**src/rtl/riscv_pkg.sv**
```systemverilog
// Shared definitions for the fetch stage: data widths, reset PC default and
// the fetch FSM state type.
package riscv_pkg;

   localparam int XLEN    = 32;
   localparam int INSTR_W = 32;

   localparam logic [XLEN-1:0] RESET_PC_DEFAULT = 32'h0000_0000;

   typedef enum logic {
      RUN   = 1'b0,
      FLUSH = 1'b1
   } fetch_state_t;

   function automatic logic [XLEN-1:0] word_align(input logic [XLEN-1:0] addr);
      return {addr[XLEN-1:2], 2'b00};
   endfunction

endpackage

```
**src/rtl/fetch_fifo.sv**
```systemverilog
// Two-entry output buffer between instruction memory and decode; a flush
// empties it in one cycle and takes priority over push/pop.
module fetch_fifo
   import riscv_pkg::*;
#(
   parameter int W = XLEN + INSTR_W
) (
   input  logic         clk,
   input  logic         rst,
   input  logic         flush_i,
   input  logic         push_i,
   input  logic [W-1:0] data_i,
   input  logic         pop_i,
   output logic         valid_o,
   output logic [W-1:0] data_o,
   output logic [1:0]   count_o
);

   logic [W-1:0] mem_q [2];
   logic [W-1:0] mem_d [2];
   logic         rd_q, rd_d;
   logic         wr_q, wr_d;
   logic [1:0]   cnt_q, cnt_d;
   logic         do_push, do_pop;

   assign do_pop  = pop_i && (cnt_q != 2'd0);
   // A full buffer still accepts a push when the head leaves in the same cycle.
   assign do_push = push_i && ((cnt_q != 2'd2) || do_pop);

   always_comb begin
      mem_d = mem_q;
      rd_d  = rd_q;
      wr_d  = wr_q;
      cnt_d = cnt_q;
      if (flush_i) begin
         rd_d  = 1'b0;
         wr_d  = 1'b0;
         cnt_d = 2'd0;
      end else begin
         if (do_push) begin
            mem_d[wr_q] = data_i;
            wr_d        = !wr_q;
         end
         if (do_pop) begin
            rd_d = !rd_q;
         end
         cnt_d = cnt_q + {1'b0, do_push} - {1'b0, do_pop};
      end
   end

   always_ff @(posedge clk or posedge rst) begin
      if (rst) begin
         mem_q[0] <= '0;
         mem_q[1] <= '0;
         rd_q     <= 1'b0;
         wr_q     <= 1'b0;
         cnt_q    <= 2'd0;
      end else begin
         mem_q <= mem_d;
         rd_q  <= rd_d;
         wr_q  <= wr_d;
         cnt_q <= cnt_d;
      end
   end

   assign valid_o = (cnt_q != 2'd0);
   assign data_o  = mem_q[rd_q];
   assign count_o = cnt_q;

endmodule

```
**src/rtl/instr_fetch.sv**
```systemverilog
// Instruction fetch: issues word requests from the fetch PC under a credit
// limit, matches in-order responses to their PCs and drops responses made stale by a redirect.
module instr_fetch
   import riscv_pkg::*;
#(
   parameter logic [XLEN-1:0] RESET_PC        = RESET_PC_DEFAULT,
   parameter int              MAX_OUTSTANDING = 2
) (
   input  logic               clk,
   input  logic               rst,
   input  logic               redirect_i,
   input  logic [XLEN-1:0]    redirect_pc_i,
   output logic               imem_req_o,
   output logic [XLEN-1:0]    imem_addr_o,
   input  logic               imem_gnt_i,
   input  logic               imem_rvalid_i,
   input  logic [INSTR_W-1:0] imem_rdata_i,
   output logic               if_valid_o,
   output logic [INSTR_W-1:0] if_instr_o,
   output logic [XLEN-1:0]    if_pc_o,
   input  logic               if_ready_i,
   output fetch_state_t       dbg_state_o
);

   // Handshakes: a request transfers when imem_req_o && imem_gnt_i, and once
   // raised it holds with a stable address until granted or redirected; an
   // instruction transfers to decode when if_valid_o && if_ready_i.

   localparam int CNT_W = $clog2(MAX_OUTSTANDING + 2);
   localparam int OCC_W = CNT_W + 1;

   fetch_state_t      state_q, state_d;
   logic [XLEN-1:0]   pc_q, pc_d;
   logic [CNT_W-1:0]  out_cnt_q, out_cnt_d;
   logic [CNT_W-1:0]  drop_q, drop_d;
   logic [CNT_W-1:0]  cnt_pop;
   logic [XLEN-1:0]   aq_q [MAX_OUTSTANDING];
   logic [XLEN-1:0]   aq_d [MAX_OUTSTANDING];
   logic              req_hold_q, req_hold_d;
   logic              gnt_fire, rv_live, rv_stale, rv_any, xfer, credit_ok;
   logic              fifo_push;
   logic [1:0]        fifo_cnt;
   logic [OCC_W-1:0]  occ;
   logic [XLEN+INSTR_W-1:0] fifo_head;

   assign xfer     = if_valid_o && if_ready_i;
   // An entry leaving the buffer this cycle frees its credit immediately, so
   // a steady stream sustains one fetch per cycle.
   assign occ       = OCC_W'(out_cnt_q) + OCC_W'(fifo_cnt) - OCC_W'(xfer);
   assign credit_ok = (occ < OCC_W'(MAX_OUTSTANDING));

   assign imem_req_o  = !rst && (state_q == RUN) && (req_hold_q || credit_ok);
   assign imem_addr_o = pc_q;
   assign gnt_fire    = imem_req_o && imem_gnt_i;

   assign rv_stale  = imem_rvalid_i && (drop_q != '0);
   assign rv_live   = imem_rvalid_i && (drop_q == '0) && (out_cnt_q != '0);
   assign rv_any    = rv_stale || rv_live;
   assign fifo_push = rv_live && !redirect_i;

   always_comb begin
      pc_d       = pc_q;
      out_cnt_d  = out_cnt_q;
      drop_d     = drop_q;
      aq_d       = aq_q;
      state_d    = state_q;
      req_hold_d = imem_req_o && !imem_gnt_i && !redirect_i;
      cnt_pop    = out_cnt_q - CNT_W'(rv_live);

      if (rv_live) begin
         for (int i = 0; i < MAX_OUTSTANDING - 1; i++) begin
            aq_d[i] = aq_q[i + 1];
         end
      end

      if (redirect_i) begin
         // Everything in flight, including a grant taken this very cycle,
         // belongs to the old path and must be swallowed on return.
         pc_d      = word_align(redirect_pc_i);
         out_cnt_d = '0;
         drop_d    = drop_q + out_cnt_q + CNT_W'(gnt_fire) - CNT_W'(rv_any);
      end else begin
         if (gnt_fire) begin
            pc_d = pc_q + 32'd4;
            for (int i = 0; i < MAX_OUTSTANDING; i++) begin
               if (CNT_W'(i) == cnt_pop) begin
                  aq_d[i] = pc_q;
               end
            end
         end
         out_cnt_d = cnt_pop + CNT_W'(gnt_fire);
         drop_d    = drop_q - CNT_W'(rv_stale);
      end

      case (state_q)
         RUN:     if (drop_d != '0) state_d = FLUSH;
         FLUSH:   if (drop_d == '0) state_d = RUN;
         default: state_d = RUN;
      endcase
   end

   always_ff @(posedge clk or posedge rst) begin
      if (rst) begin
         state_q    <= RUN;
         pc_q       <= word_align(RESET_PC);
         out_cnt_q  <= '0;
         drop_q     <= '0;
         req_hold_q <= 1'b0;
         for (int i = 0; i < MAX_OUTSTANDING; i++) begin
            aq_q[i] <= '0;
         end
      end else begin
         state_q    <= state_d;
         pc_q       <= pc_d;
         out_cnt_q  <= out_cnt_d;
         drop_q     <= drop_d;
         req_hold_q <= req_hold_d;
         aq_q       <= aq_d;
      end
   end

   fetch_fifo #(
      .W(XLEN + INSTR_W)
   ) u_fetch_fifo (
      .clk     (clk),
      .rst     (rst),
      .flush_i (redirect_i),
      .push_i  (fifo_push),
      .data_i  ({aq_q[0], imem_rdata_i}),
      .pop_i   (xfer),
      .valid_o (if_valid_o),
      .data_o  (fifo_head),
      .count_o (fifo_cnt)
   );

   assign if_pc_o     = fifo_head[XLEN+INSTR_W-1 -: XLEN];
   assign if_instr_o  = fifo_head[INSTR_W-1:0];
   assign dbg_state_o = state_q;

endmodule
```
**config.mk**
```make
export PLATFORM = sky130hd
export DESIGN_NAME = instr_fetch
export DESIGN_NICKNAME = d
export VERILOG_FILES = /design/src/rtl/riscv_pkg.sv /design/src/rtl/fetch_fifo.sv /design/src/rtl/instr_fetch.sv
export SDC_FILE = /design/constraint.sdc
export NUM_CORES = 1
export LEC_CHECK = 0
export ABC_AREA = 1
export CORE_MARGIN = 2
export CORE_UTILIZATION = 55
export DETAILED_ROUTE_END_ITERATION = 10
export HOLD_SLACK_MARGIN = 0.08
export PLACE_DENSITY = 0.81
export SLEW_MARGIN = 20
export SYNTH_ARGS = -nofsm -noshare
export SYNTH_HDL_FRONTEND = slang
export SYNTH_SLANG_ARGS = --single-unit
export TNS_END_PERCENT = 20
```
**constraint.sdc**
```tcl
create_clock -name clk -period 9.7 [get_ports clk]
set_clock_uncertainty 0.2 [all_clocks]
set_input_delay 1.94 -clock clk [delete_from_list [all_inputs] [get_ports clk]]
set_output_delay 1.94 -clock clk [all_outputs]
set_load 0.02 [all_outputs]
```
# ---- Word-level counts from Yosys, hierarchy flattened
# Cells that the tools add are included.
dict set report classes {
  add_sub_neg 11
  magnitude_cmp 4
  n_eq_ne 2
  n_mux 23
  n_bitwise 4
  n_reduce_logical 33
}
# cell count
set ops {}
lappend ops {{64-bit two-way mux} 6}
lappend ops {{32-bit two-way mux} 5}
lappend ops {{128-bit bitwise mux} 1}
lappend ops {{64-bit demux with 1-bit select} 1}
lappend ops {{32-bit by 3-bit adder with 32-bit output, second input constant} 1}
lappend ops {{2-bit nonzero test} 7}
lappend ops {{1-bit logical AND} 13}
lappend ops {{2-bit by 1-bit subtractor with 2-bit output} 4}
lappend ops {{2-bit by 1-bit adder with 2-bit output} 3}
lappend ops {{2-bit zero test} 3}
lappend ops {{1-bit two-way mux} 6}
lappend ops {{2-bit two-way mux} 3}
lappend ops {{1-bit zero test} 5}
lappend ops {{2-bit greater-or-equal comparator, second input constant} 2}
lappend ops {{1-bit inverter with 2-bit output} 2}
lappend ops {{2-bit by 2-bit adder with 3-bit output} 1}
lappend ops {{1-bit logical OR} 3}
lappend ops {{3-bit by 2-bit less-than comparator with 1-bit output, second input constant} 1}
lappend ops {{3-bit AND reduction} 1}
lappend ops {{3-bit by 1-bit subtractor with 3-bit output} 1}
lappend ops {{2-bit adder} 1}
lappend ops {{1-bit by 2-bit equality test with 1-bit output, first input constant} 1}
lappend ops {{2-bit by 1-bit less-than comparator with 1-bit output, second input constant} 1}
lappend ops {{2-bit != test, second input constant} 1}
lappend ops {{other kinds (3)} 4}
dict set report word_totals {
  regBits 234
  inputBits 70
  output_inout_bits 99
  elab_cells 89
}

# ---- Depth between registers and ports, before layout
dict set report logic_depth {
  depth_word 13
  ltp_mapped 20
  depth_no_buf 19
}

# ---- Hierarchy
# From an unflattened synthesis, not the netlist that was laid out.
dict set report hier_totals {
  cells_unflattened 1559
  hier_area_um2 11903.9
}
# module n_inst cells_per_inst area_per_inst_um2 seq_area_each_um2
set modules_own_cells {}
lappend modules_own_cells {fetch_fifo 1 811 6394.9 3303.2}
lappend modules_own_cells {instr_fetch 1 748 5509.0 2452.4}

# ---- Least setup slack after synthesis
# OpenSTA, ideal clock, no wires.
dict set report synth_timing {
  path_type {input to output}
  from {in if_ready_i}
  to {out imem_req_o}
  arrival_ns 3.276
  required_time_ns 7.560
  setup_slack_ns 4.284
  cell_stages 10
  n_path_buf 0
  cell_sequence {nand2_1 inv_1 ha_1 inv_1 nand2_1 fa_1 nand3_1 nand2_1 nand2_1 inv_1}
}
dict set report synth_between {
  elab_chain_cells 5
}
# element line
set synth_rtl {}
lappend synth_rtl {{from (decl)} instr_fetch.sv:21} ;# input logic if_ready_i,
lappend synth_rtl {{1-bit logical AND} instr_fetch.sv:46} ;# assign xfer = if_valid_o && if_ready_i;
lappend synth_rtl {{3-bit by 1-bit subtractor with 3-bit output} instr_fetch.sv:49} ;# assign occ = OCC_W'(out_cnt_q) + OCC_W'(fifo_cnt) - OCC_W'(xfer);
lappend synth_rtl {{3-bit by 2-bit less-than comparator with 1-bit output} instr_fetch.sv:50} ;# assign credit_ok = (occ < OCC_W'(MAX_OUTSTANDING));
lappend synth_rtl {{1-bit logical OR} instr_fetch.sv:52} ;# assign imem_req_o = !rst && (state_q == RUN) && (req_hold_q || credit_ok);
lappend synth_rtl {{1-bit logical AND} instr_fetch.sv:52}
lappend synth_rtl {{to (decl)} instr_fetch.sv:13} ;# output logic imem_req_o,
# No other way between the ends.

# ---- Worst setup path in the final report
# Same ends and word-level chain as after synthesis.

==> results.ini <==
[status]
outcome=complete, no violations

[cells_and_area]
fillCellCount=1633
stdcell_count=1878
final_area_um2=13700
synthToLayoutAreaGrowth_pct=22.25
antennaDiodeCount=0
drive_gt1_share_pct=3.856
final_nets=1673
seqCellArea_um2=5759
multi_input_area_um2=4568

[flow_run]
cap_violations=0

[global_routing]
grt_util_all_layers_pct=25.38
grt-busiest-layer=met2
use_met1_pct=38.48
grt-ovfl-total=0
met3_usage_pct=3.571
use_met2_pct=39.53
grt_max_degree=156
antenna_found_initial=0
grt_pass1_vias=9340
grt_pass1_wl_mm=45.77

[critical_path]
start_kind=primary input
worstSetupEndpointType=output port
cp_data_required_time_ps=7560
crit_fanout=4
cp.arrival_ps=4390
crit_type=primary input to output port

[clock_tree]
clk_latency_ps=510
cts_buffers=25
cts_hold_buf=0
ctsResizeCount=0
cts_root_buf=clkbuf_16
clkSlewWorstSetupHoldPaths_ps=60
tritoncts=built
post-cts-setup-buffers=0
htree_num_levels=1
clockBufferDepth=3
clock_sinks=230

[synth]
netlist_instances=1474
synth_xor_area_share_pct=1.641
ys_seq_elements=230
yosysSeqAreaShare_pct=51.35
synth_compound_area_share_pct=12.88
synthArstFlopShare_pct=100.0
synthSimpleGateAreaFrac_pct=24.53
synth_area_um2=11210
synth_edf_count=0
synthMuxAreaShare_pct=0.08930
ys_warn_count=0
synth_top_family_by_area=simple AND/OR/NAND/NOR gates
synth_fa_ha_area_share_pct=1.362
syn_avg_cell_area_um2=7.605
synth_cell_types=29
ys.flop_type=dfrtp_1

[floorplan]
initial_core_util_pct=55.76
die_area_um2=21540
die_w_um=146.8
die_h_um=146.8
core_area_um2=20100
num_rows=52
io_pins=169

[timing]
fin_tns_setup_ps=0
timing.final.ws_setup_ps=3174
worstMarginPinSlew_ps=1006
rsz0062_at_grt=no
setup_viol=0
fin_crit_ps=6526
slew_violations=0
fmax_mhz=153.2
period_share_pct=67.27
hold_viol_final=0
maxSlewHeadroom_pct=32.80

[detailed_routing]
detail_route.wl_per_cell_um=14.33
via_count=9842
dr.pass1.iters=6
post_drt_via_cell_ratio=5.241
drc=0
drt_iter0_drc=915
ant_nets=0
wl_mm=26.90

[worst_hold_path]
hold_path.class=flop to flop

[pwr]
power_mw=3.792
p_leak_nw=6.671
power_per_cell_area_nw_per_um2=276.7
irDropWorstVdd_mv=0.1565

[placed_design]
port_buffers=164
gp_congestion=0.8515
dp_hpwl_mm=16.87
placedCellCount=1835
dp_slack_ps=3167
place_area_um2=12910

cell families after synthesis:
group	Yosys count
AND/OR/NAND/NOR	697
AO/OA/AOI/OAI	288
XOR/XNOR	21
buffers and inverters	225
flip-flops	230
other	1
multiplexers	1
adder cells (fa/ha/maj)	11
cell type report:
class / count / area share (%)
multi-input combinational: 1020 / 33.34
clock buffer: 40 / 5.561
inverter: 141 / 3.954
tap: 270 / 2.465
clock inverter: 3 / 0.1278
sequential: 230 / 42.03
timing repair buffer: 174 / 12.53
worst paths after layout:
check	startpoint	end	slack (ps)	cells after the start
max in group asynchronous	rst	u_fetch_fifo.rd_q$_DFFE_PP0P_	6010	3
setup reg to reg	drop_q[1]$_DFF_PP0_	u_fetch_fifo.mem_q[117]$_DFFE_PP0P_	5520	8
setup / recovery	if_ready_i	imem_req_o	3170	12
hold reg to reg	u_fetch_fifo.mem_q[33]$_DFFE_PP0P_	u_fetch_fifo.mem_q[33]$_DFFE_PP0P_	280	2
min in group asynchronous	rst	imem_addr_o[28]$_DFFE_PP0N_	1780	2
hold / removal	u_fetch_fifo.mem_q[33]$_DFFE_PP0P_	u_fetch_fifo.mem_q[33]$_DFFE_PP0P_	280	2
critical path: stages:
cell             delay (ps)
clkdlybuf4s50_1         460
nand2_1                  60
inv_1                   110
ha_1                    250
inv_1                    80
nand2_1                  60
fa_1                    480
nand3_1                 100
nand2_1                 110
nand2_1                  80
inv_1                    60
clkdlybuf4s50_1         590
layer usage:
| metal | part of all wire, % | up-vias |
|---|---|---|
| li1 | - | 4842 |
| met1 | 45 | 4633 |
| met2 | 46 | 337 |
| met3 | 7.3 | 30 |
| met4 | 1.2 | 0 |
| met5 | 0 | - |
cells in the mapped netlist (5+ instances only):
master    number  area, um2
clkbuf_1      47      176.4
buf_4         10      75.07
buf_1          5      18.77
dfrtp_1      230       5756
nand2_1      578       2170
buf_2         22      110.1
ha_1           9      112.6
xor2_1        12      105.1
nor2_1        57      214.0
xnor2_1        9      78.83
o21ai_1      101      505.5
nand3_1       41      205.2
nand3b_1      10      75.07
inv_1        137      514.2
o21ai_0      185      925.9
cell usage in the layout (no fill, tap or decap), drive strengths merged, types with 10 or more instances in the layout:
master and instances:
nand2 578, o21ai 286, dfrtp 230, clkdlybuf4s50 164, inv 140, nor2 59
nand3 43, clkbuf 40, xor2 12, nand3b 10, buf 10
sequential cells by signal, indices dropped and copies added (netlist names):
| name | count |
|---|---|
| u_fetch_fifo.count_o | 2 |
| u_fetch_fifo.rd_q | 1 |
| u_fetch_fifo.wr_q | 1 |
| dbg_state_o | 1 |
| imem_addr_o | 30 |
| req_hold_q | 1 |
| out_cnt_q | 2 |
| drop_q | 2 |
| u_fetch_fifo.mem_q | 128 |
| aq_q | 62 |
power breakdown:
group	total (mW)	internal (mW)	switching [mW]	leakage [nW]
clock	0.901	0.533	0.368	0.382
sequential	1.41	1.22	0.189	2.77
combinational	1.48	0.629	0.856	3.52
metrics by stage:
step | hold slack [ps] | utilization (%)
6_report | 279.2 | 68.16
5_1_grt | 315.1 | 68.16
4_1_cts | 282.8 | 68.10
3_5_place_dp | 269.0 | 64.22
3_3_place_gp | 262.5 | 64.22
2_1_floorplan | 251.0 | -
Note: power is estimated with default switching activity, not from simulation.
